--- src/rtl/frame_sort_pkg.sv ---
// Shared definitions for the frame sorter: FSM state codes, counter sizing and
// the rule deciding which compare-swap pairs lie inside the current frame.
package frame_sort_pkg;

  localparam logic [2:0] ST_IDLE  = 3'd0;
  localparam logic [2:0] ST_LOAD  = 3'd1;
  localparam logic [2:0] ST_SORT  = 3'd2;
  localparam logic [2:0] ST_DRAIN = 3'd3;

  function automatic int cw_calc(input int depth);
    return $clog2(depth) + 1;
  endfunction

  // Pair (idx, idx+1) may only swap when both entries belong to the frame.
  function automatic logic pair_active(input int idx, input int len);
    return (idx + 1) < len;
  endfunction

endpackage

--- src/rtl/sort_cmp_swap.sv ---
// Combinational compare-swap of two {data, strb} entries, ordered by the data
// field only; equal keys keep their order so the sort stays stable.
module sort_cmp_swap #(
  parameter int DW = 64,
  parameter int SW = 8
) (
  input  logic             en_i,
  input  logic [DW+SW-1:0] a_i,
  input  logic [DW+SW-1:0] b_i,
  output logic [DW+SW-1:0] lo_o,
  output logic [DW+SW-1:0] hi_o
);

  logic swap_s;

  assign swap_s = en_i && (a_i[DW+SW-1:SW] > b_i[DW+SW-1:SW]);
  assign lo_o   = swap_s ? b_i : a_i;
  assign hi_o   = swap_s ? a_i : b_i;

endmodule

--- src/rtl/frame_sort_core.sv ---
// Frame sorter: buffers one last-delimited frame, odd-even transposition sorts it
// in place by unsigned data word, then streams it out to the output FIFO.
module frame_sort_core
  import frame_sort_pkg::*;
#(
  parameter int TRANS_BITS      = 64,
  parameter int TRANS_BYTE_SIZE = 8,
  parameter int DEPTH           = 16,
  parameter int CW              = cw_calc(DEPTH)
) (
  input  logic                       clk,
  input  logic                       reset,
  input  logic [TRANS_BITS-1:0]      din_isif_data,
  input  logic [TRANS_BYTE_SIZE-1:0] din_isif_strb,
  input  logic                       din_isif_last,
  input  logic                       din_isif_user,
  input  logic                       din_isif_empty_n,
  output logic                       dout_isif_read,
  output logic [TRANS_BITS-1:0]      dout_osif_data,
  output logic [TRANS_BYTE_SIZE-1:0] dout_osif_strb,
  output logic                       dout_osif_last,
  output logic                       dout_osif_user,
  input  logic                       din_osif_full_n,
  output logic                       dout_osif_write,
  output logic [CW-1:0]              frame_len,
  output logic                       frame_ovf,
  output logic [2:0]                 current_state
);

  localparam int AW = $clog2(DEPTH);
  localparam int EW = TRANS_BITS + TRANS_BYTE_SIZE;
  localparam logic [CW-1:0] CNT_ZERO = CW'(0);
  localparam logic [CW-1:0] CNT_ONE  = CW'(1);
  localparam logic [CW-1:0] CNT_TOP  = CW'(DEPTH - 1);

  logic [2:0]       state_q, state_d;
  logic [CW-1:0]    wr_cnt_q, wr_cnt_d;
  logic [CW-1:0]    pass_cnt_q, pass_cnt_d;
  logic [CW-1:0]    rd_cnt_q, rd_cnt_d;
  logic [CW-1:0]    frame_len_q, frame_len_d;
  logic             frame_ovf_q, frame_ovf_d;
  logic [EW-1:0]    mem_q [DEPTH];
  logic [EW-1:0]    mem_d [DEPTH];
  logic [EW-1:0]    sort_s [DEPTH];
  logic [EW-1:0]    lo_s [DEPTH-1];
  logic [EW-1:0]    hi_s [DEPTH-1];
  logic [DEPTH-2:0] pair_en_s;
  logic [EW-1:0]    head_s;
  logic             rd_s;
  logic             wr_s;
  logic             last_s;
  logic             unused_s;

  assign unused_s = din_isif_user;

  assign rd_s   = (state_q == ST_LOAD) && din_isif_empty_n;
  assign wr_s   = (state_q == ST_DRAIN) && din_osif_full_n;
  assign head_s = mem_q[rd_cnt_q[AW-1:0]];
  assign last_s = wr_s && (rd_cnt_q == (frame_len_q - CNT_ONE));

  assign dout_isif_read  = rd_s;
  assign dout_osif_write = wr_s;
  assign dout_osif_last  = last_s;
  assign dout_osif_data  = head_s[EW-1:TRANS_BYTE_SIZE];
  assign dout_osif_strb  = head_s[TRANS_BYTE_SIZE-1:0];
  assign dout_osif_user  = 1'b0;
  assign frame_len       = frame_len_q;
  assign frame_ovf       = frame_ovf_q;
  assign current_state   = state_q;

  // Even passes use pairs starting at even indices, odd passes at odd indices.
  for (genvar g = 0; g < DEPTH - 1; g++) begin : g_pair
    assign pair_en_s[g] = (1'(g % 2) == pass_cnt_q[0]) && pair_active(g, 32'(frame_len_q));

    sort_cmp_swap #(
      .DW (TRANS_BITS),
      .SW (TRANS_BYTE_SIZE)
    ) u_cmp (
      .en_i (pair_en_s[g]),
      .a_i  (mem_q[g]),
      .b_i  (mem_q[g + 1]),
      .lo_o (lo_s[g]),
      .hi_o (hi_s[g])
    );
  end

  // Gather one pass: only pairs of the current parity write back, so no entry has two sources.
  always_comb begin
    sort_s = mem_q;
    for (int i = 0; i < DEPTH - 1; i++) begin
      sort_s[i]     = (1'(i % 2) == pass_cnt_q[0]) ? lo_s[i] : sort_s[i];
      sort_s[i + 1] = (1'(i % 2) == pass_cnt_q[0]) ? hi_s[i] : sort_s[i + 1];
    end
  end

  // Next-state logic for the FSM, counters, frame status and buffer.
  always_comb begin
    state_d     = state_q;
    wr_cnt_d    = wr_cnt_q;
    pass_cnt_d  = pass_cnt_q;
    rd_cnt_d    = rd_cnt_q;
    frame_len_d = frame_len_q;
    frame_ovf_d = frame_ovf_q;
    mem_d       = mem_q;
    case (state_q)
      ST_IDLE: begin
        wr_cnt_d   = CNT_ZERO;
        pass_cnt_d = CNT_ZERO;
        rd_cnt_d   = CNT_ZERO;
        state_d    = ST_LOAD;
      end
      ST_LOAD: begin
        if (rd_s) begin
          mem_d[wr_cnt_q[AW-1:0]] = {din_isif_data, din_isif_strb};
          wr_cnt_d                = wr_cnt_q + CNT_ONE;
          if (din_isif_last || (wr_cnt_q == CNT_TOP)) begin
            frame_len_d = wr_cnt_q + CNT_ONE;
            state_d     = ST_SORT;
            // A full buffer without last truncates; following beats start a new frame.
            if (!din_isif_last) begin
              frame_ovf_d = 1'b1;
            end else begin
              frame_ovf_d = frame_ovf_q;
            end
          end else begin
            state_d = ST_LOAD;
          end
        end else begin
          state_d = ST_LOAD;
        end
      end
      ST_SORT: begin
        mem_d = sort_s;
        if (pass_cnt_q == (frame_len_q - CNT_ONE)) begin
          pass_cnt_d = CNT_ZERO;
          state_d    = ST_DRAIN;
        end else begin
          pass_cnt_d = pass_cnt_q + CNT_ONE;
        end
      end
      ST_DRAIN: begin
        if (wr_s) begin
          rd_cnt_d = rd_cnt_q + CNT_ONE;
          if (last_s) begin
            state_d = ST_IDLE;
          end else begin
            state_d = ST_DRAIN;
          end
        end else begin
          rd_cnt_d = rd_cnt_q;
        end
      end
      default: begin
        state_d = ST_IDLE;
      end
    endcase
  end

  // Control and status registers.
  always_ff @(posedge clk or posedge reset) begin
    if (reset) begin
      state_q     <= ST_IDLE;
      wr_cnt_q    <= CNT_ZERO;
      pass_cnt_q  <= CNT_ZERO;
      rd_cnt_q    <= CNT_ZERO;
      frame_len_q <= CNT_ZERO;
      frame_ovf_q <= 1'b0;
    end else begin
      state_q     <= state_d;
      wr_cnt_q    <= wr_cnt_d;
      pass_cnt_q  <= pass_cnt_d;
      rd_cnt_q    <= rd_cnt_d;
      frame_len_q <= frame_len_d;
      frame_ovf_q <= frame_ovf_d;
    end
  end

  // Frame buffer; its contents are meaningless until a frame is loaded.
  always_ff @(posedge clk) begin
    mem_q <= mem_d;
  end

endmodule

--- config.mk ---
export PLATFORM = sky130hd
export DESIGN_NAME = frame_sort_core
export DESIGN_NICKNAME = d
export VERILOG_FILES = /design/src/rtl/frame_sort_pkg.sv /design/src/rtl/sort_cmp_swap.sv /design/src/rtl/frame_sort_core.sv
export SDC_FILE = /design/constraint.sdc
export NUM_CORES = 2
export LEC_CHECK = 0
export BUFFER_PORTS_ARGS = -buffer_cell sky130_fd_sc_hd__buf_2
export CAP_MARGIN = 25
export CELL_PAD_IN_SITES_DETAIL_PLACEMENT = 1
export CELL_PAD_IN_SITES_GLOBAL_PLACEMENT = 1
export CORE_ASPECT_RATIO = 0.75
export CORE_UTILIZATION = 53
export CTS_CLUSTER_SIZE = 25
export DETAILED_ROUTE_END_ITERATION = 10
export GPL_TIMING_DRIVEN = 0
export PLACE_DENSITY_LB_ADDON = 0.1
export SYNTH_ARGS = -nofsm -noshare
export SYNTH_HDL_FRONTEND = slang
export SYNTH_SLANG_ARGS = --single-unit
--- constraint.sdc ---
create_clock -name clk -period 6.85 [get_ports clk]
set_clock_uncertainty 0.15 [all_clocks]
set_input_delay 1.7125 -clock clk [delete_from_list [all_inputs] [get_ports clk]]
set_output_delay 1.7125 -clock clk [all_outputs]
set_load 0.1 [all_outputs]
==> flow_summary.toml <==
[setup_path]
crit_slowest_cell = "and4_4"
critPathMaxFanout = 38
crit_type = "flop to flop"
max_stage_delay_ns = 0.97
cp.arrival_ns = 7.42
worstSetupStartpointType = "flop"
critPathCaptureType = "flop"
worstPathRequired_ns = 7.17
crit_chain = "inv_1, ha_1, nand4_1, or4_1, nor4_2, nand2_1, a31oi_1, a211oi_1, nor4_1, and4_4, buf_16"

[finish]
syn_to_final_growth_pct = 11.6
drive_above_1_share_pct = 10.7
final_nets = 9369

[sta]
period_needed_ns = 7.10
drv_slew = 0
worst_pin_slew_ns = 1.35
layout_worst_path_cycle_share_pct = 104
fin_ws_ns = -0.245
hold_ws_ns = 0.430
fmax_ghz = 0.141
setup_viol = 86
finalHoldViolCount = 0
rsz0062_at_grt = "false"
fin_setup_tns_ns = -9.49
slew_headroom_pct = 7.49

[synth]
synthFlopType = "edfxtp_1"
seq_area_frac_synth_pct = 40.0
async_flop_share_pct = 1.96
synth.most_common_cell = "edfxtp_1"
synth_top_area_share_pct = 39.3
synth_common_cells = "edfxtp_1, o22ai_1, mux2i_1, inv_1, ha_1"
ys_top_cells_by_area = "edfxtp_1, ha_1, mux2i_1"
netlist_instances = 7902
syn_area_um2 = 88000
yosysUniqueCellTypes = 70
synth_top_area_cell = "edfxtp_1"
synth-seq-cells = 1175
synth_edf_count = 1152
yosysWarnings = 0
avgSynthCellArea_um2 = 11.1

[drt]
drt_iter0_markers = 12500
wl_per_cell_um = 38.2
drtAntennaViolNets = 0
drc = 0
drt-total-wl_um = 409000
routed-via-count = 79500
dr.pass1.iters = 8
vias_per_cell = 7.42

[floorplan]
dieArea_um2 = 168000
die_h_um = 355
num_rows = 129
die_w_um = 473
initial_core_util_pct = 53.4
io_pins = 163
core_area_um2 = 165000

[cts]
cts_tree = "built"
cts-root-buf = "clkbuf_16"
htreeDepth = 4
clk_pin_slew_ns = 0.06
cts_setup_buffers = 0
clkSinkCount = 1175
insertion_delay_ns = 0.83
clock_path_buffers = 3
cts_buffers = 137
ctsHoldBuffers = 0

[power]
ir_drop_mv = 0.393
p_sw_mw = 23.4
seq_power_share_pct = 26.6
p_leak_nw = 40.1
switching_share_pct = 50.0
power.internal_mw = 23.3
cellPowerDensity_nw_per_um2 = 475
combPwrFrac_pct = 57.1
clkPwrFrac_pct = 16.3

[outcome]
status = "finished with violations"
violations = "negative setup slack"

[placement]
io_buffers = 159
place_ws_ns = 0.224
place.gp.congestion = 0.964
dp_hpwl_um = 315000

[flow_run]
drv_cap = 0

[min_path]
hp-class = "flop to flop"

[global_route]
grt_pass1_wl_um = 574000
grt_overflow = 0
antenna_found_initial = 50
grt_max_degree = 49
grt.total_usage_pct = 47.9
grt_pass1_vias = 77800
## layout by cell type (no fill, tap or decap), types with 11 or more instances in the layout
cell       count
nor2_1        88
clkbuf_2      26
mux4_2       360
dfrtp_1       23
buf_12        17
a21oi_1      360
nand3_1       75
edfxtp_1    1152
buf_2        176
a221oi_1      12
nor3_1        48
nand4_1      196
a211oi_1      41
ha_1         969
a31oi_1       13
mux2i_1     1008
a2111oi_0     16
and4_1        16
inv_1        986
buf_16        26
buf_8         37
o211ai_1      21
nand2_1      297
clkbuf_1     512
clkbuf_16    144
clkinv_2      24
o21bai_1      11
nor4_1        23
o22ai_1     1141
buf_4         17
clkinv_1      20
a21o_1       153
diode_2       54
nor2b_1       44
buf_1         26
o21ai_0      162
## critical path: cells and delay by family (launching register included)
kind	cells	cell delay (ns)
and+or+nand+nor	6	4.38
AOI/OAI and AO/OA	2	0.83
DFF	1	0.48
buffers and inverters	2	0.43
adders and majority gates	1	0.34
## timing repair
| action | CTS | global route |
|---|---|---|
| setup endpoints to repair | 16 | 6 |
| gates resized for setup | 2 | 1 |
| gates cloned | 0 | 0 |
## cell families (layout without fill, tap and decap cells)
family	after synthesis	after routing	synth area share [%]
compound gates	1998	1998	14.1
buf+inv	1516	2044	6.48
mux	1368	1368	20.7
flops	1175	1175	40.0
fa+ha+maj	969	969	13.8
simple gates	858	858	4.90
xor+xnor	17	17	0.169
other cells	1	56	0.00426
## path summary, 6_finish.rpt
| path | startpoint | to | slack [ns] | cells past startpoint |
|---|---|---|---|---|
| worst max register to register | mem_q[358] | mem_q[329] | -0.25 | 11 |
| max in group asynchronous | reset | frame_len[4] | 5.21 | 3 |
| worst min-delay path | pass_cnt_q[4] | pass_cnt_q[4] | 0.43 | 2 |
| worst max-delay path | mem_q[358] | mem_q[329] | -0.25 | 11 |
| min in group asynchronous | reset | pass_cnt_q[3] | 0.83 | 2 |
| worst min register to register | pass_cnt_q[4] | pass_cnt_q[4] | 0.43 | 2 |
## sequential cells by signal, indices dropped and copies added (netlist names)
signal,cells
current_state,2
frame_len,5
frame_ovf,1
mem_q,1152
pass_cnt_q,5
rd_cnt_q,5
wr_cnt_q,5
## layout make-up
type | count | area (um2)
antenna | 54 | 135
clock buffer | 180 | 3750
inverter | 986 | 3700
fill | 17400 | 66700
tap | 2227 | 2790
clock inverter | 68 | 619
timing repair buffer | 280 | 2690
sequential | 1175 | 35200
multi-input combinational | 5212 | 47400
buffer | 530 | 2030
## power by group through the flow
| stage | sequential, mW | combinational, mW | clock (mW) |
|---|---|---|---|
| after floorplan | 11.7 | 16.4 | 0 |
| after global placement | 12.5 | 23.7 | 0 |
| after detailed placement | 12.4 | 25.2 | 0 |
| after CTS | 12.3 | 25.4 | 7.56 |
| after global routing | 12.5 | 27.3 | 7.78 |
| final | 12.4 | 26.7 | 7.63 |
## layer usage
metal  share of wire (%)  GRT usage [%]  up-vias
met5               0.089              0        -
met4                 6.6           27.9       48
met3                  15           18.5     1152
met2                  40           65.1     6392
met1                  38           64.4    40200
li1                    -              -    31700
## per-stage QoR
step	instances	area, um2	util (%)	total power, mW
after CTS	10600	97700	59.2	45.3
after detailed placement	10400	93300	56.6	37.6
after floorplan	7903	88000	-	28.2
after global placement	10300	91600	55.5	36.3
final	10700	98200	59.6	46.7
after global routing	10700	98200	59.5	47.6
Note: power is estimated with default switching activity, not from simulation.
